`src/rtl/conv_pkg.sv`:
```
// Shared widths, layer-memory select codes and command types for the conv/pool engines
// and the layer-memory arbiter.
package conv_pkg;

   localparam int ADDR_W = 12;
   localparam int DATA_W = 20;
   localparam int SEL_W  = 3;

   localparam logic [SEL_W-1:0] L0_SEL = 3'd1;
   localparam logic [SEL_W-1:0] L1_SEL = 3'd3;

   // One past the last raster address of a 64x64 map; l0_count saturates here.
   localparam logic [ADDR_W:0] L0_FULL = 13'd4096;

   typedef enum logic {
      FAVOR_R0 = 1'b0,
      FAVOR_R1 = 1'b1
   } rr_ptr_t;

   typedef struct packed {
      logic              we;
      logic [SEL_W-1:0]  sel;
      logic [ADDR_W-1:0] addr;
      logic [DATA_W-1:0] wdata;
   } mem_cmd_t;

   // A read of L0 must not overtake the conv engine's raster-order writes.
   function automatic logic raw_blocked(input logic we, input logic [SEL_W-1:0] sel,
                                        input logic [ADDR_W-1:0] addr,
                                        input logic [ADDR_W:0] count);
      return !we && (sel == L0_SEL) && ({1'b0, addr} >= count);
   endfunction

endpackage

```
`src/rtl/layer_mem_rr_pick.sv`:
```
// Two-way round-robin picker: a lone eligible requester wins at once, and on a tie
// the requester that was not granted last wins.
module layer_mem_rr_pick
   import conv_pkg::*;
(
   input  logic       clk,
   input  logic       reset,
   input  logic [1:0] req,
   input  logic [1:0] eligible,
   output logic [1:0] gnt
);

   rr_ptr_t    ptr;
   rr_ptr_t    ptr_next;
   logic [1:0] cand;

   always_ff @(posedge clk) begin
      if (!reset) ptr <= FAVOR_R0;
      else        ptr <= ptr_next;
   end

   always_comb begin
      cand     = req & eligible;
      gnt      = 2'b00;
      ptr_next = ptr;
      if (cand == 2'b11) gnt = (ptr == FAVOR_R0) ? 2'b01 : 2'b10;
      else               gnt = cand;
      if (gnt[0])      ptr_next = FAVOR_R1;
      else if (gnt[1]) ptr_next = FAVOR_R0;
   end

endmodule

```
`src/rtl/layer_mem_arbiter.sv`:
```
// Shares the single layer-memory port between the conv engine (R0, writes L0) and the
// max-pool engine (R1), with a raster-order read-after-write guard on L0.
module layer_mem_arbiter
   import conv_pkg::*;
(
   input  logic              clk,
   input  logic              reset,
   input  logic              frame_start,
   input  logic              r0_req,
   input  logic [ADDR_W-1:0] r0_addr,
   input  logic [DATA_W-1:0] r0_wdata,
   output logic              r0_gnt,
   input  logic              r1_req,
   input  logic              r1_we,
   input  logic [SEL_W-1:0]  r1_sel,
   input  logic [ADDR_W-1:0] r1_addr,
   input  logic [DATA_W-1:0] r1_wdata,
   output logic              r1_gnt,
   output logic              r1_rvalid,
   output logic [DATA_W-1:0] r1_rdata,
   output logic [SEL_W-1:0]  csel,
   output logic              crd,
   output logic [ADDR_W-1:0] caddr_rd,
   input  logic [DATA_W-1:0] cdata_rd,
   output logic              cwr,
   output logic [ADDR_W-1:0] caddr_wr,
   output logic [DATA_W-1:0] cdata_wr,
   output logic [ADDR_W:0]   l0_count
);

   mem_cmd_t   r0_cmd;
   mem_cmd_t   r1_cmd;
   mem_cmd_t   win_cmd;
   logic       r1_blocked;
   logic [1:0] gnt;

   always_comb begin
      r0_cmd     = '{we: 1'b1, sel: L0_SEL, addr: r0_addr, wdata: r0_wdata};
      r1_cmd     = '{we: r1_we, sel: r1_sel, addr: r1_addr, wdata: r1_wdata};
      r1_blocked = raw_blocked(r1_we, r1_sel, r1_addr, l0_count);
      win_cmd    = gnt[1] ? r1_cmd : r0_cmd;
   end

   layer_mem_rr_pick u_pick (
      .clk      (clk),
      .reset    (reset),
      .req      ({r1_req, r0_req}),
      .eligible ({~r1_blocked, 1'b1}),
      .gnt      (gnt)
   );

   assign r0_gnt = gnt[0];
   assign r1_gnt = gnt[1];

   // frame_start wins over a same-cycle conv grant so the new frame starts from zero.
   always_ff @(posedge clk) begin
      if (!reset)                              l0_count <= '0;
      else if (frame_start)                    l0_count <= '0;
      else if (gnt[0] && l0_count != L0_FULL)  l0_count <= l0_count + 1'b1;
   end

   // Strobes are one-cycle pulses; select, addresses and data hold between commands.
   always_ff @(posedge clk) begin
      if (!reset) begin
         csel     <= '0;
         crd      <= 1'b0;
         cwr      <= 1'b0;
         caddr_rd <= '0;
         caddr_wr <= '0;
         cdata_wr <= '0;
      end else begin
         crd <= 1'b0;
         cwr <= 1'b0;
         if (|gnt) begin
            csel <= win_cmd.sel;
            if (win_cmd.we) begin
               cwr      <= 1'b1;
               caddr_wr <= win_cmd.addr;
               cdata_wr <= win_cmd.wdata;
            end else begin
               crd      <= 1'b1;
               caddr_rd <= win_cmd.addr;
            end
         end
      end
   end

   // Only R1 ever reads, so every read strobe returns to the pool engine.
   always_ff @(posedge clk) begin
      if (!reset) begin
         r1_rvalid <= 1'b0;
         r1_rdata  <= '0;
      end else begin
         r1_rvalid <= crd;
         if (crd) r1_rdata <= cdata_rd;
      end
   end

endmodule
```
`config.mk`:
```
export PLATFORM = sky130hd
export DESIGN_NAME = layer_mem_arbiter
export DESIGN_NICKNAME = d
export VERILOG_FILES = /design/src/rtl/conv_pkg.sv /design/src/rtl/layer_mem_rr_pick.sv /design/src/rtl/layer_mem_arbiter.sv
export SDC_FILE = /design/constraint.sdc
export NUM_CORES = 1
export LEC_CHECK = 0
export BUFFER_PORTS_ARGS = -buffer_cell sky130_fd_sc_hd__buf_2
export CORE_MARGIN = 1
export CORE_UTILIZATION = 35
export CTS_CLUSTER_SIZE = 12
export DETAILED_ROUTE_END_ITERATION = 8
export PLACE_DENSITY_LB_ADDON = 0.1
export RECOVER_POWER = 25
export SLEW_MARGIN = 30
export SYNTH_ARGS = -nofsm -noshare
export SYNTH_HDL_FRONTEND = slang
export SYNTH_SLANG_ARGS = --single-unit
```
`constraint.sdc`:
```
create_clock -name clk -period 2.3 [get_ports clk]
set_clock_uncertainty 0.05 [all_clocks]
set_input_delay 0.115 -clock clk [delete_from_list [all_inputs] [get_ports clk]]
set_output_delay 0.115 -clock clk [all_outputs]
set_load 0.01 [all_outputs]
```
==> results of run 1 <==
==> final cells by class <==
cell class / count / area (µm²)
clock buffers: 13 / 260
clock inverters: 3 / 42.5
fillers: 1048 / 4880
inverters: 53 / 201
multi-input cells: 294 / 2370
flip-flops and latches: 84 / 1700
well taps: 143 / 179
repair buffers: 270 / 1830
==> sequential cells by signal, summed over array words and instances (netlist names) <==
name and cells:
r1_rdata 20, u_pick.ptr 1, r1_rvalid 1, crd 1, csel 3, caddr_wr 12, cwr 1, cdata_wr 20
caddr_rd 12, l0_count 13
==> critical path: stages, from the launching register on <==
cell	delay [ns]
dfxtp_2	0.33
inv_2	0.05
ha_4	0.26
and3_4	0.21
nand4b_4	0.14
a311o_1	0.38
and4_4	0.21
nor3b_4	0.24
buf_12	0.15
buf_12	0.13
o32a_1	0.16
==> layer usage <==
metal / vias to the layer above / global-route usage, %
met5: - / 0
li1: 2161 / -
met3: 17 / 4.54
met1: 2044 / 28.7
met4: 2 / 8.27
met2: 164 / 33.6
==> path summary, 6_finish.rpt <==
path	cells after the start	endpoint	startpoint
hold reg to reg	1	caddr_wr[7]	caddr_wr[7]
setup reg to reg	10	caddr_wr[4]	l0_count[11]
hold / removal	3	caddr_rd[10]	r1_addr[10]
setup / recovery	10	caddr_wr[4]	l0_count[11]
==> Yosys cell counts, drive strengths merged (6+ instances only) <==
cell type / count
nor2: 8
a21oi: 46
o21ai: 21
inv: 53
buf: 12
nor2b: 22
mux2i: 20
a21o: 7
nand2: 20
nand3: 13
dfxtp: 84
nor4: 6
and3: 33
clkbuf: 24
o32a: 32
ha: 14
a21boi: 12
==> timing repair <==
| action | in CTS | in global routing |
|---|---|---|
| setup buffers | 10 | 11 |
| pin swaps | 15 | 42 |
| gates cloned | 0 | 6 |
| resized for setup | 19 | 44 |
| endpoints found under the hold margin | 22 | 0 |
| setup endpoints to repair | 45 | 60 |
| hold buffers | 22 | 0 |
==> kinds of logic (layout without fill, tap and decap cells) <==
logic type               after synthesis  after routing  share of synthesized area (%)
adder cells (fa/ha/maj)               14             14                           4.22
AO/OA/AOI/OAI                        133            133                           22.4
XOR/XNOR                               1              1                          0.211
buffers and inverters                 89            339                           9.41
flip-flops                            84             84                           40.6
multiplexers                          20             20                           4.83
AND/OR/NAND/NOR                      126            126                           18.3
==> power by group <==
group          internal (mW)  leakage (nW)  switching (mW)
clock network          0.903         0.151           0.602
registers               1.54         0.695          0.0479
logic                  0.395          2.18           0.363
total                   2.84          3.03            1.01
==> metrics.md, run 1 <==
| Metric | Value |
|---|---|
| Status | complete, but fails checks |
| Failing checks | negative setup slack |
| TritonCTS Sinks | 84 |
| Synth Instances | about 470 |
| Setup TNS | -1.60 ns |
| Post-DP Area | about 5600 µm² |
| Initial Util | 36.2% |
| Die W | 111 µm |
| Via count | between 4000 and 5000 |
| CP required | approximately 2.5 ns |
| Core Footprint | ~11000 µm² |
| Tightest Pin Transition | 1.44 ns |
| Synthesis-to-layout area growth | 58.9% |
| Met3 wire len | 918 µm |
| Register bit count reported by yosys | 84 |
| Synth async-reset ratio | 0% |
| Commonest non-fill, non-tap cell in the layout | buf_2 |
| Crit Path Class | reg -> reg |
| Crit path arrival time | ~2.6 ns |
| IO Pins | between 150 and 200 |
| Yosys Warn Count | 0 |
| Final net count | 819 |
| Die Y | 111 µm |
| Layout Cells excl Fill | 860 |
| Pwr dens | just under 600 nW/µm² |
| Synth top area share | between 40% and 50% |
| Clock Latency Late Sink | around 0.35 ns |
| Cell taking the most area after synthesis | dfxtp_1 |
| DRC | 0 |
| Design area | around 6600 µm² |
| H-tree depth | 3 |
| Worst setup EP type | flop |
| Startpoint types | flop |
| CP Max Fanout | 13 |
| Post-synth net total | around 570 |
| Post-synth EDFFs | 0 |
| CTS buffer count | 9 |
| Clk root buf | clkbuf_16 |
| Final Slew Violations | 0 |
| Post-synthesis cell area | roughly 4100 µm² |
| Port Buffers | about 180 |
| Detail Route Antenna Nets | 0 |
| Post-DP HPWL | ~9000 µm |
| RSZ-0062 raised after global routing | true |
| First-pass GRT wire length | roughly 21000 µm |
| Fin util | 57.4% |
| Overall Global Routing Usage | between 20 and 25% |
| Remaining global-route overflow | 0 |
| Worst hold path class | in -> reg |
| Slew HR | approximately 3.7% |
| Pleak | slightly above 3 nW |
| DR pass1 iterations | 4 |
| Most frequent cells in the layout | buf_2 (150), dfxtp_1 (73), buf_4 (47) |
| Vias in the first global route | 4161 |
| Synth area leaders | dfxtp_1 (41%), o32a_1 (7.7%), a21oi_1 (5.6%) |
| Final Wtd Congestion | about 0.84 |
| Number of diodes | 0 |
| Place WS | -0.0737 ns |
| Drt first-iter violations | about 270 |
| Die Area | between 10000 and 15000 µm² |
| Syn avg cell area | ~8.9 µm² |
| Top_reg_cell synth | dfxtp_1 |
| Max_cap viols | 0 |
| Cell variety after synth | 46 |
| Final min period | between 2 and 2.5 ns |
| Drt total wl | ~14000 µm |
| Peak supply drop | between 0.4 and 0.5 mV |
| Register area share after synthesis | about two fifths |
| Vias per cell | 5.10 |
| Wire length on met2 | 6320 µm |
| Setup-failing EPs final | 39 |
| Share of post-route cells with drive strength above 1 | about two fifths |
| WL per Instance | 16.1 µm |
| Final Cycle Share | 103% |
| Setup WS post-layout | -0.0671 ns |
| Fin. Hold Viols | 0 |
| Hold WS | about 0.018 ns |
| M1 WL | 6360 µm |
| Clk buf depth | 2 |
| Site Rows | 39 |
| DR top layer | met5 |
| Largest net degree at the start of global routing | 39 |
| Flop2flop setup slack | -0.07 ns |
| Dpl cells | 802 |
| Clk slew on worst S/H paths | ~0.060 ns |
| Final Power | about 3.9 mW |
| Initial antenna violation count | 1 |
| TritonCTS clock tree | yes |
| F_max | approximately 420 MHz |
Note: power is estimated with default switching activity, not from simulation.
==> run 2: changes to the inputs <==
Settings changed: ABC_AREA set to 1, CORE_MARGIN 1 to not set.
==> run 2 against run 1 <==
Effect of this change: core utilization fell by 1.9 points; hold slack got worse by 0.0024 ns; the run now ends clean; register-to-register slack improved by 0.14 ns; combinational power rose by 13%; sequential cell count did not move; highest routed layer is now met4; cell count rose by 23%; clock power rose by 11%; via count rose by 14%; final area rose by 2.1%; non-clock buffer count fell by 20; critical path depth rose by 4.
==> metrics.md, run 2 <==
| Metric | Value |
|---|---|
| Status | finished clean |
| Overall Global Routing Usage | a little over a fifth |
| Via count | approximately 5000 |
| Biggest regs | cdata_wr x20, r1_rdata x20, l0_count x13 |
| WL per Instance | ~14 µm |
| Synth async-reset ratio | 0% |
| Cell taking the most area after synthesis | dfxtp_1 |
| Clk buf depth | 2 |
| Clk slew on worst S/H paths | roughly 0.06 ns |
| DR pass1 iterations | 4 |
| Post-synth net total | between 700 and 800 |
| Clk root buf | clkbuf_16 |
| Final net count | ~1000 |
| TritonCTS Sinks | between 80 and 90 |
| Post-synth EDFFs | 0 |
| Yosys Warn Count | 0 |
| Post-synthesis cell area | 4380 µm² |
| H-tree depth | 3 |
| DRC | 0 |
| Final min period | around 2.2 ns |
| Layout Cells excl Fill | around 1100 |
| CP required | between 2 and 3 ns |
| Detail Route Antenna Nets | 0 |
| IO Pins | between 150 and 200 |
| Synth Instances | 663 |
| Synth top area share | 38.4% |
| Site Rows | 40 |
| First-pass GRT wire length | 21900 µm |
| Hold WS | around 0.016 ns |
| Pwr dens | approximately 610 nW/µm² |
| Drt first-iter violations | between 200 and 300 |
| Sequential cell area | approximately 1700 µm² |
| Min-Delay Path Depth | 3 |
| Largest net degree at the start of global routing | 39 |
| F_max | between 400 and 500 MHz |
| Register area share after synthesis | approximately 38% |
| Clock Latency Late Sink | 0.34 ns |
| Final Wtd Congestion | between 0.8 and 0.9 |
| Cell variety after synth | 26 |
| Fin. Hold Viols | 0 |
| Vias per cell | around 4.7 |
| Port Buffers | roughly 180 |
| Dpl cells | slightly below 1000 |
| CP Max Fanout | 8 |
| Register bit count reported by yosys | between 80 and 90 |
| Synth cell count leaders | nand2_1 (197), nor2_1 (119), dfxtp_1 (84), inv_1 (69), nand4_1 (44) |
| Number of diodes | 0 |
| Worst setup EP type | flop |
| RSZ-0062 raised after global routing | true |
| Initial antenna violation count | 0 |
| Setup WS post-layout | around 0.075 ns |
| Worst R2R Path Depth | 14 |
| Worst hold path class | in -> reg |
| TritonCTS clock tree | yes |
| Top_reg_cell synth | dfxtp_1 |
| Initial Util | 36.1% |
| Die W | about 110 µm |
| Tightest Pin Transition | 0.883 ns |
| Synthesis-to-layout area growth | 53.7% |
| Final Slew Violations | 0 |
| Core Footprint | 12100 µm² |
| # fillers | 1198 |
| Synth area leaders | dfxtp_1 (38%), nand2_1 (17%), nor2_1 (10%) |
| Startpoint types | flop |
| Most frequent cells in the layout | nand2_1 (171), buf_2 (140), nor2_1 (106) |
| Peak supply drop | 0.308 mV |
| Share of post-route cells with drive strength above 1 | 31.8% |
| Syn avg cell area | roughly 6.6 µm² |
| Fin util | approximately 56% |
| Drt total wl | between 10000 and 15000 µm |
| Most frequent cell after synthesis | nand2_1 |
| Vias in the first global route | about 4500 |
| Die Y | roughly 110 µm |
| Max_cap viols | 0 |
| Post-DP HPWL | between 9000 and 10000 µm |
| Crit path arrival time | 2.42 ns |
| Final Cycle Share | between 90 and 100% |
| Multi-input gate area | between 2000 and 3000 µm² |
| Remaining global-route overflow | 0 |
| Pleak | around 3.4 nW |
| Place WS | around 0.11 ns |
| Slew HR | around 41% |
| Die Area | 13000 µm² |
| Commonest non-fill, non-tap cell in the layout | nand2_1 |
| Crit Path Class | reg -> reg |
| CTS buffer count | 9 |
| Setup-failing EPs final | 0 |
run 2: changes by cell type in the layout (fill, tap and decap cells not counted), moves of 13 or more:
cell | previous run | this run
nand2_2 | 0 | 23
nor2b_1 | 21 | 0
nand3_1 | 10 | 23
buf_4 | 47 | 34
nand4_1 | 4 | 44
mux2i_1 | 20 | 0
nand2_1 | 20 | 171
and3_1 | 32 | 0
a21oi_1 | 36 | 17
o32a_1 | 32 | 0
nor2_1 | 7 | 106
run 2: timing repair:
| action | in CTS | in global routing |
|---|---|---|
| gates cloned | 1 | 8 |
| pin swaps | 0 | 31 |
| buffers inserted | 2 | 12 |
| hold endpoints to repair | 31 | 0 |
| endpoints found under the setup margin | 2 | 59 |
| hold buffers | 30 | 0 |
| resized for setup | 3 | 94 |
run 2: stage by stage:
stage               TNS (ns)  power (mW)  instance area, µm²
global placement           0        2.27                5500
global route           -2.70        4.32                6730
finish                     0        4.12                6730
CTS                        0        4.03                6200
floorplan                  0        2.01                4380
detailed placement         0        2.28                5500
run 2: cells by family (layout without fill, tap and decap cells):
kind of cell / after synthesis / in the layout / share of synthesized area (%)
compound gates: 41 / 41 / 4.74
xor+xnor: 11 / 11 / 2.20
fa+ha+maj: 14 / 14 / 4.00
buf+inv: 109 / 335 / 10.7
flops: 84 / 84 / 38.4
simple gates: 404 / 405 / 40.0
run 2: final timing paths:
check | startpoint | end | slack [ns]
worst max-delay path | l0_count[8] | caddr_wr[10] | 0.07
worst min register to register | caddr_rd[7] | caddr_rd[7] | 0.42
worst min-delay path | r1_sel[2] | csel[2] | 0.02
worst max register to register | l0_count[8] | caddr_wr[10] | 0.07
run 2: power breakdown:
part	switching, mW	internal [mW]	total, mW
Combinational	0.474	0.383	0.857
Clock	0.606	1.06	1.67
Sequential	0.0453	1.54	1.59
Total	1.13	2.99	4.12
run 2: area by class of cell:
cell class	instances	area share (%)
Inverter	69	4.09
Tap cell	168	3.12
Clock inverter	6	1.67
Clock buffer	10	3.40
Multi-Input combinational cell	471	38.1
Sequential cell	84	25.1
Timing Repair Buffer	250	24.6
run 2: metal layers:
metal	GRT usage (%)	up-vias	wire (µm)
met1	27.1	2295	6580
met3	4.30	20	904
met5	0	-	0
met2	36.7	152	7150
li1	-	2537	-
met4	8.74	0	252
run 2: worst max-delay path, cell delays in order, from the launching register on:
cell	delay, ns
dfxtp_1	0.34
inv_2	0.07
ha_4	0.27
nand2_1	0.06
buf_4	0.13
o21ai_0	0.14
nand2_1	0.08
nand3_2	0.09
nand2_4	0.08
buf_6	0.15
nand4_4	0.15
nand2_4	0.13
clkbuf_16	0.21
nor2_4	0.11
nor2_2	0.04
